==> src/rtl/io_port_decode_if.sv <==
//------------------------------------------------------------------------------
// Module   : io_port_decode_if
// Brief    : Bundles the check-path and active-path signals of io_port_decode.
// Revision : 1.0 - initial release
//------------------------------------------------------------------------------
`default_nettype none

interface io_port_decode_if #(
  parameter int ADDR_WIDTH = 10,
  parameter int PORT_COUNT = 4
) ();

  logic [ADDR_WIDTH-1:0] check_addr;
  logic [PORT_COUNT-1:0] port_EF;
  logic                  addr_is_IO;
  logic                  addr_is_IO_reg;
  logic                  port_EF_masked;
  logic                  active_enable;
  logic [ADDR_WIDTH-1:0] active_addr;
  logic [PORT_COUNT-1:0] active;

  modport master (
    output check_addr,
    output port_EF,
    output active_enable,
    output active_addr,
    input  addr_is_IO,
    input  addr_is_IO_reg,
    input  port_EF_masked,
    input  active
  );

  modport slave (
    input  check_addr,
    input  port_EF,
    input  active_enable,
    input  active_addr,
    output addr_is_IO,
    output addr_is_IO_reg,
    output port_EF_masked,
    output active
  );

endinterface

`default_nettype wire

==> src/rtl/io_port_decode.sv <==
//------------------------------------------------------------------------------
// Module   : io_port_decode
// Brief    : Memory-mapped I/O port decoder: combinational/registered port hit
//            with masked Empty/Full, plus a registered one-hot write/read strobe.
//            Optional macro IO_PORT_RANGE_CHECK_EN treats unpopulated window
//            slots as non-I/O instead of never-ready ports.
// Revision : 1.0 - initial release
//------------------------------------------------------------------------------
`default_nettype none

module io_port_decode #(
  parameter int ADDR_WIDTH      = 10,
  parameter int PORT_COUNT      = 4,
  parameter int PORT_BASE_ADDR  = 0,
  parameter int PORT_ADDR_WIDTH = 2,
  parameter bit READY_STATE     = 1'b0
) (
  input  wire logic         clock,
  input  wire logic         reset,
  io_port_decode_if.slave   bus
);

  localparam int                    C_SLOTS      = 2 ** PORT_ADDR_WIDTH;
  localparam logic [ADDR_WIDTH-1:0] C_BASE       = PORT_BASE_ADDR[ADDR_WIDTH-1:0];
  localparam logic [31:0]           C_PORT_COUNT = PORT_COUNT;

  function automatic logic decode_hit(input logic [ADDR_WIDTH-1:0] addr);
    logic        window;
    logic [31:0] idx_ext;
    window  = (addr[ADDR_WIDTH-1:PORT_ADDR_WIDTH] == C_BASE[ADDR_WIDTH-1:PORT_ADDR_WIDTH]);
    idx_ext = 32'(addr[PORT_ADDR_WIDTH-1:0]);
`ifdef IO_PORT_RANGE_CHECK_EN
    return window && (idx_ext < C_PORT_COUNT);
`else
    return window && (idx_ext == idx_ext);
`endif
  endfunction

  // Unpopulated slots read as never-ready so a stray access stalls rather than proceeds.
  logic [C_SLOTS-1:0] ef_ext;

  for (genvar gi = 0; gi < C_SLOTS; gi++) begin : g_ef_slot
    if (gi < PORT_COUNT) begin : g_populated
      assign ef_ext[gi] = bus.port_EF[gi];
    end else begin : g_unpopulated
      assign ef_ext[gi] = ~READY_STATE;
    end
  end

  logic                       check_hit;
  logic [PORT_ADDR_WIDTH-1:0] check_idx;
  logic                       active_hit;
  logic [PORT_ADDR_WIDTH-1:0] active_idx;

  logic                  addr_is_io_reg_d;
  logic                  addr_is_io_reg_q;
  logic                  port_ef_masked_d;
  logic                  port_ef_masked_q;
  logic [PORT_COUNT-1:0] active_d;
  logic [PORT_COUNT-1:0] active_q;

  always_comb begin
    check_hit        = decode_hit(bus.check_addr);
    check_idx        = bus.check_addr[PORT_ADDR_WIDTH-1:0];
    active_hit       = bus.active_enable && decode_hit(bus.active_addr);
    active_idx       = bus.active_addr[PORT_ADDR_WIDTH-1:0];

    addr_is_io_reg_d = check_hit;
    port_ef_masked_d = check_hit ? ef_ext[check_idx] : READY_STATE;

    active_d = '0;
    for (int i = 0; i < PORT_COUNT; i++) begin
      active_d[i] = active_hit && (active_idx == PORT_ADDR_WIDTH'(i));
    end
  end

  always_ff @(posedge clock) begin
    if (reset) begin
      addr_is_io_reg_q <= 1'b0;
      port_ef_masked_q <= READY_STATE;
      active_q         <= '0;
    end else begin
      addr_is_io_reg_q <= addr_is_io_reg_d;
      port_ef_masked_q <= port_ef_masked_d;
      active_q         <= active_d;
    end
  end

  assign bus.addr_is_IO     = check_hit;
  assign bus.addr_is_IO_reg = addr_is_io_reg_q;
  assign bus.port_EF_masked = port_ef_masked_q;
  assign bus.active         = active_q;

endmodule

`default_nettype wire

==> src/flat_wrapper.sv <==
// flat-port wrapper written by rule: the top's interface ports become plain ports
module io_port_decode_flat 
#(
  parameter int ADDR_WIDTH      = 10,
  parameter int PORT_COUNT      = 4,
  parameter int PORT_BASE_ADDR  = 0,
  parameter int PORT_ADDR_WIDTH = 2,
  parameter bit READY_STATE     = 1'b0
)
  (clock, reset, bus_check_addr, bus_port_EF, bus_active_enable, bus_active_addr, bus_addr_is_IO, bus_addr_is_IO_reg, bus_port_EF_masked, bus_active);
  io_port_decode_if #(.ADDR_WIDTH(ADDR_WIDTH), .PORT_COUNT(PORT_COUNT)) bus_i ();
  input  wire logic clock;
  input  wire logic reset;
  input wire logic [$bits(bus_i.check_addr)-1:0] bus_check_addr;
  input wire logic [$bits(bus_i.port_EF)-1:0] bus_port_EF;
  input wire logic [$bits(bus_i.active_enable)-1:0] bus_active_enable;
  input wire logic [$bits(bus_i.active_addr)-1:0] bus_active_addr;
  output wire logic [$bits(bus_i.addr_is_IO)-1:0] bus_addr_is_IO;
  output wire logic [$bits(bus_i.addr_is_IO_reg)-1:0] bus_addr_is_IO_reg;
  output wire logic [$bits(bus_i.port_EF_masked)-1:0] bus_port_EF_masked;
  output wire logic [$bits(bus_i.active)-1:0] bus_active;
  assign bus_i.check_addr = bus_check_addr;
  assign bus_i.port_EF = bus_port_EF;
  assign bus_i.active_enable = bus_active_enable;
  assign bus_i.active_addr = bus_active_addr;
  assign bus_addr_is_IO = bus_i.addr_is_IO;
  assign bus_addr_is_IO_reg = bus_i.addr_is_IO_reg;
  assign bus_port_EF_masked = bus_i.port_EF_masked;
  assign bus_active = bus_i.active;
  io_port_decode #(.ADDR_WIDTH(ADDR_WIDTH), .PORT_COUNT(PORT_COUNT), .PORT_BASE_ADDR(PORT_BASE_ADDR), .PORT_ADDR_WIDTH(PORT_ADDR_WIDTH), .READY_STATE(READY_STATE)) u_core (.clock(clock), .reset(reset), .bus(bus_i));
endmodule
==> config.mk <==
export PLATFORM = sky130hd
export DESIGN_NAME = io_port_decode_flat
export DESIGN_NICKNAME = d
export VERILOG_FILES = /design/src/rtl/io_port_decode_if.sv /design/src/rtl/io_port_decode.sv /design/src/flat_wrapper.sv
export SDC_FILE = /design/constraint.sdc
export NUM_CORES = 1
export LEC_CHECK = 0
export ABC_CLOCK_PERIOD_IN_PS = 1820
export CORE_AREA = 2 2 39 41
export CTS_BUF_LIST = sky130_fd_sc_hd__clkbuf_16
export CTS_CLUSTER_SIZE = 20
export DETAILED_ROUTE_END_ITERATION = 10
export DIE_AREA = 0 0 41 43
export SLEW_MARGIN = 25
export SYNTH_ARGS = -nofsm -noshare
export SYNTH_HDL_FRONTEND = slang
export SYNTH_SLANG_ARGS = --single-unit
==> constraint.sdc <==
create_clock -name clock -period 1.82 [get_ports clock]
set_input_delay 0.455 -clock clock [delete_from_list [all_inputs] [get_ports clock]]
set_output_delay 0.455 -clock clock [all_outputs]
set_load 0.1 [all_outputs]
== Yosys cells after proc, flatten, opt, wreduce, memory -nomap -nowiden ==
Index checks and enable logic that the tools add are counted.
Storage, ports and cells
  bits in registers: 6
  input port bits: 27
  output and inout bits: 7
  word-level logic and storage cells: 19
Cells by class
  $lt $le $gt $ge: 1
  equality and inequality tests: 3
  multiplexer cells: 2
  bitwise logic cells: 1
  reductions and logical operators: 9
Operator list (count)
  $logic_not 8->1: 2
  $logic_and 1x1->1: 5
  $eq 2x2->1 const B: 2
  $lt 2x3->1 const B: 1
  $bmux 1 s2: 1
  $eq 2x1->1 const B: 1
  $logic_not 2->1: 1
  $reduce_or 2->1: 1
  $mux 1: 1
  $not 1->1: 1

== Longest topological paths before layout ==
  depth after elaboration: 3
  gate-level depth with buffers: 2
  gate-level depth less buffers: 2

== Least setup slack after synthesis ==
OpenSTA, ideal clock, no wires.
  path type: input -> output
  from: in bus_check_addr[5]
  to: out bus_addr_is_IO
  data arrival time: 2.301 ns
  required time: 1.365 ns
  path slack: -0.936 ns
  stages on the path: 2
  path buffers: 0
  cell sequence: or4_1 nor2_1
Between the ends
  cells in the longest elaborated chain, start to end: 1
RTL lines
  from (decl): RTL line flat_wrapper.sv:14  | input wire logic [$bits(bus_i.check_addr)-1:0] bus_check_addr;
  $logic_not 8->1: RTL line io_port_decode.sv:30  | window = (addr[ADDR_WIDTH-1:PORT_ADDR_WIDTH] == C_BASE[ADDR_WIDTH-1:PORT_ADDR_WIDTH]);
  to (decl): RTL line flat_wrapper.sv:18  | output wire logic [$bits(bus_i.addr_is_IO)-1:0] bus_addr_is_IO;
No other way between the ends.

== Worst setup path after layout ==
  from: in bus_check_addr[9]
  to: out bus_addr_is_IO
Same word-level chain as after synthesis.

==> summary.md <==
| Metric | Value |
|---|---|
| Reg area | 120 sq um |
| H-tree lvl count | 1 |
| Vias in the first global route | about 320 |
| Setup TNS | -41.1 ps |
| Crit. End Element | output port |
| Layout area overhead | 200% |
| Unrepaired setup endpoints after global routing | true |
| Final hold violation count | 0 |
| Drt drc | 0 |
| Achievable Freq | 0.537 GHz |
| #FFs+latches synth | 6 |
| Fillcell total | 116 |
| Relative slew slack | 0.846 |
| Worst Path Max Fanout | 2 |
| Core area | 0.00138 sq mm |
| Final std cell area, no fill | 773 sq um |
| FP Rows | 14 |
| Worst Hold Class | in2reg |
| Maximum vdd ir drop | between 200 and 300 uV |
| Die footprint | 0.00176 sq mm |
| GRT overflow | 0 |
| Routed WL | 745 um |
| Synth warn | 0 |
| Pre-antenna DRT Iters | 1 |
| Sequential fraction of the synthesis area | 0.466 |
| Multi-input gate area in the final layout | 153 sq um |
| Failing checks | setup timing |
| Syn Area/Cell | between 10 and 15 sq um |
| First-pass GRT wire length | roughly 1200 um |
| DR vias/cell | around 4.0 |
| Synth cell types | 11 |
| Clk pin slew, worst setup/hold paths | approximately 30 ps |
| Post-layout min period | about 1900 ps |
| Via count | ~320 |
| Total clock sinks | 6 |
| # Max-Cap Violations | 0 |
| Critical Path AT | 1410 ps |
| Startpoint type of the worst setup path | input pin |
| Final hold slack | 601 ps |
| Post-layout util | 0.559 |
| Tot Pwr | 553 uW |
| DR WL/cell | between 9 and 10 um |
| Nets@finish | 91 |
| Mapped Area | 258 sq um |
| CTS Hold Bufs | 0 |
| Period utilization | 1.02 |
| Die X | 41 um |
| GRT Util Overall | 0.111 |
| Layout cells sized above 1 | 0.419 |
| Slew @ Worst Pin | 227 ps |
| Final Slew Violations | 0 |
| Gpl congestion | 0.665 |
| Final ANT Viol Nets | 0 |
| Cells after synthesis | 23 |
| Postcts setup bufs | 0 |
| Largest net degree at the start of global routing | 5 |
| Worst setup margin | -41.1 ps |
| Leakage | slightly below 0.3 nW |
| Antenna Diode Count | 0 |
| Starting Density | 0.186 |
| I/O Buffers | 33 |
| CTS Buf Count | 3 |
| Root buf cell | clkbuf_16 |
| DIE HEIGHT | 43 um |
| CTS tree | yes |
| First-iteration detailed-routing DRC count | 0 |
| Final setup violation count | 1 |
| Status | complete, but fails checks |
| Total I/O pin count | 34 |
| CP Class | in2out |
| Clock Path Buffers | 2 |
| Syn nets | 50 |
| Max reg flops | 4 |
| Post-DP Area | about 720 sq um |
| Worst path required time | 1360 ps |
| PwrDens | 715 mW/mm^2 |
| Initial antenna violation count | 0 |
==> layer usage <==
metal,share of wire,GRT usage,vias up
li1,-,-,169
met1,0.39,0.133,128
met2,0.53,0.144,18
met3,0.079,0.0157,0
met4,0,0.133,0
met5,0,0,-
==> report_power, final <==
| part | total [mW] | leakage (nW) | switching [mW] | internal, mW |
|---|---|---|---|---|
| Combinational | 0.0740 | 0.207 | 0.0175 | 0.0565 |
| Clock | 0.346 | 0.0370 | 0.0654 | 0.281 |
| Sequential | 0.133 | 0.0483 | 0.0000718 | 0.133 |
| Total | 0.553 | 0.292 | 0.0829 | 0.470 |
==> worst max-delay path: stages <==
cell,delay [ps]
buf_6,90
or4_4,540
nor2_4,140
buf_12,180
==> layout by cell type (no fill, tap or decap), types with 2 or more instances in the layout <==
cell type | netlist | layout
nand2b_1 | 3 | 3
clkdlybuf4s50_1 | 0 | 18
nor4_1 | 3 | 3
buf_2 | 0 | 4
dfxtp_1 | 6 | 6
buf_6 | 0 | 2
buf_12 | 0 | 7
or4_4 | 2 | 4
buf_4 | 0 | 3
clkbuf_16 | 0 | 3
clkdlybuf4s15_1 | 0 | 2
==> cell type report <==
cell class,instances,area share
clock buffer,3,0.0971
tap,16,0.0259
sequential,6,0.155
multi-input combinational,17,0.197
timing repair buffer,36,0.524
==> cell usage after synthesis (all sizes together) <==
cell,instances,area [sq um]
nor3,1,5.00
dfxtp,6,120
nor4b,2,23.8
mux4,1,22.5
or4,4,37.5
nand2,1,3.75
nand2b,3,18.8
nor2,2,7.51
nor4,3,18.8
==> stage by stage <==
stage,setup WS [ps],std cells
after floorplan,-147,23
final,-41.1,78
after global placement,-351,75
after global routing,-52.0,78
after CTS,-44.5,78
after detailed placement,-361,75
==> path summary, 6_finish.rpt <==
check                    startpoint                         to  slack, ps  depth (start not counted)
setup / recovery  bus_check_addr[9]             bus_addr_is_IO        -40                          4
hold / removal    bus_check_addr[9]  u_core.bus.addr_is_IO_reg        600                          4
==> cell families after synthesis <==
kind of cell | Yosys count | synth area share
AND/OR/NAND/NOR | 16 | 0.447
flip-flops | 6 | 0.466
multiplexers | 1 | 0.0874
==> what timing repair did <==
action	CTS	global route
gates resized for setup	23	1
endpoints found under the setup margin	1	1
pin swaps	3	2
Note: power is estimated with default switching activity, not from simulation.
==> patch: new RTL, same flow settings <==
Make the reset (`reset`) asynchronous in one clocked block.
--- a/src/rtl/io_port_decode.sv
+++ b/src/rtl/io_port_decode.sv
@@ -75,5 +75,5 @@
   end
 
-  always_ff @(posedge clock) begin
+  always_ff @(posedge clock or posedge reset) begin
     if (reset) begin
       addr_is_io_reg_q <= 1'b0;
Function: differs if reset is asserted again (counterexample within 4 cycles, from zero or initial values and one cycle with reset high); with reset held inactive, the same outputs for 10 cycles.
==> patch against the unedited design <==
Synthesized area is 3.4% higher. Clock power is 1% higher. Design area is 0.16% higher. Utilization is 0.091 points higher. Sequential cell count stayed put. Setup slack worse by 0.013 ns. Critical path depth stayed put. The run still ends with setup timing left. Non-clock buffer count is 1 lower. Wire length is 20% higher. Via count is 6.0% higher. Power is 0.39% higher. Sequential share of layout area is 3.9 points higher. Synthesized cell count is 8.7% lower.
==> patch: results (changes against the unedited design) <==
- The via count of the first global-routing pass is 394 (+24%).
- Final routed wire length divided by cell count: 11.9 um (+25%)
* Layout cell share with drive strength beyond 1: 0.390 (-0.0295)
- Wire length of the first global-routing pass: 1.41 mm (+14%)
* Switching fraction of total power: 0.156 (+0.00618)
- Violations in the final reports: setup timing
- Post-synthesis net count: 48 (-4.0%)
* Post-layout worst setup margin: -0.0544 ns (-0.0133 ns)
* Setup violations, final: 1 (unchanged)
- The weighted congestion at the end of routability-driven global placement is 0.636 (-4.3%).
- Transition time at the pin with the least slew margin: 0.263 ns (+0.0353 ns)
* Synth area leaders: sky130_fd_sc_hd__dfrtp_1, sky130_fd_sc_hd__nor4_1, sky130_fd_sc_hd__mux4_2
- The flow ran to the end, but the final reports show violations.
* Setup TNS Final: -0.0544 ns (-0.0133 ns)
* Leakage power figure: 0.327 nW (+12%)
* Top_reg_cell synth: sky130_fd_sc_hd__dfrtp_1
- Post-layout net count: 88 (-3.3%)
- The combined global-route utilization of all metal layers came to 0.125 (+0.0147).
* Worst Setup SP: bus_check_addr[9]
- Seq/Total Area, Yosys: 0.563 (+0.0974)
* Placed Cells: 71 (-5.3%)
* Avg Vias per Cell: 4.45 (+10%)
* Pin count of the biggest net entering global routing: 7 (+2)
- Post-synth ARST share: 1.00 (+1.00)
- Distinct cell type count after synthesis: 10 (-1)
patch: stage by stage:
stage           util  instance area, sq um  hold slack, ns
5_1_grt        0.560                   774           0.482
6_report       0.560                   774           0.447
3_5_place_dp   0.513                   709           0.685
3_3_place_gp   0.513                   709           0.685
4_1_cts        0.555                   768           0.457
2_1_floorplan      -                   282           0.246
patch: routing by layer:
metal | global-route usage | up-vias | share of wire | wire length [um]
met5 | 0 | - | 0 | 0
met3 | 0.0838 | 0 | 0.13 | 115
met2 | 0.228 | 28 | 0.58 | 518
li1 | - | 159 | - | -
met4 | 0.0400 | 0 | 0 | 0
met1 | 0.0954 | 147 | 0.29 | 261
patch: logic make-up after synthesis:
group / share of synthesized area
and+or+nand+nor: 0.324
DFF: 0.563
buffers and inverters: 0.0282
muxes: 0.0845
patch: worst max-delay path, stage by stage:
cell and delay (ns):
sky130_fd_sc_hd__buf_6 0.09, sky130_fd_sc_hd__or4_4 0.54, sky130_fd_sc_hd__nor2_4 0.15, sky130_fd_sc_hd__buf_12 0.18
patch: repair_timing:
| action | in CTS | in global routing |
|---|---|---|
| gates resized for setup | 23 | 1 |
| setup buffers | 1 | 0 |
| hold endpoints to repair | 0 | 0 |
| hold buffers | 0 | 0 |
| pin swaps | 3 | 2 |
| gates cloned | 0 | 0 |
| setup endpoints to repair | 1 | 1 |
patch: power groups by stage:
stage / Sequential (mW) / Clock [mW] / Combinational, mW
floorplan: 0.137 / 0 / 0.0148
global placement: 0.136 / 0 / 0.0752
detailed placement: 0.136 / 0 / 0.0767
CTS: 0.135 / 0.357 / 0.0709
global route: 0.134 / 0.369 / 0.0767
finish: 0.135 / 0.350 / 0.0710
patch: path summary, 6_finish.rpt:
check | endpoint | slack [ns] | cells past startpoint
hold / removal | u_core.bus.active[1] | 0.45 | 2
max in group asynchronous | u_core.bus.active[2] | 1.18 | 2
min in group clock | u_core.bus.port_EF_masked | 0.50 | 3
setup / recovery | bus_addr_is_IO | -0.05 | 4
patch: final cells by class:
class                      count  share of cell area
clock buffer                   3              0.0969
inverter                       2             0.00969
multi-input combinational     13               0.160
sequential                     6               0.194
tap                           16              0.0258
timing repair buffer          35               0.514
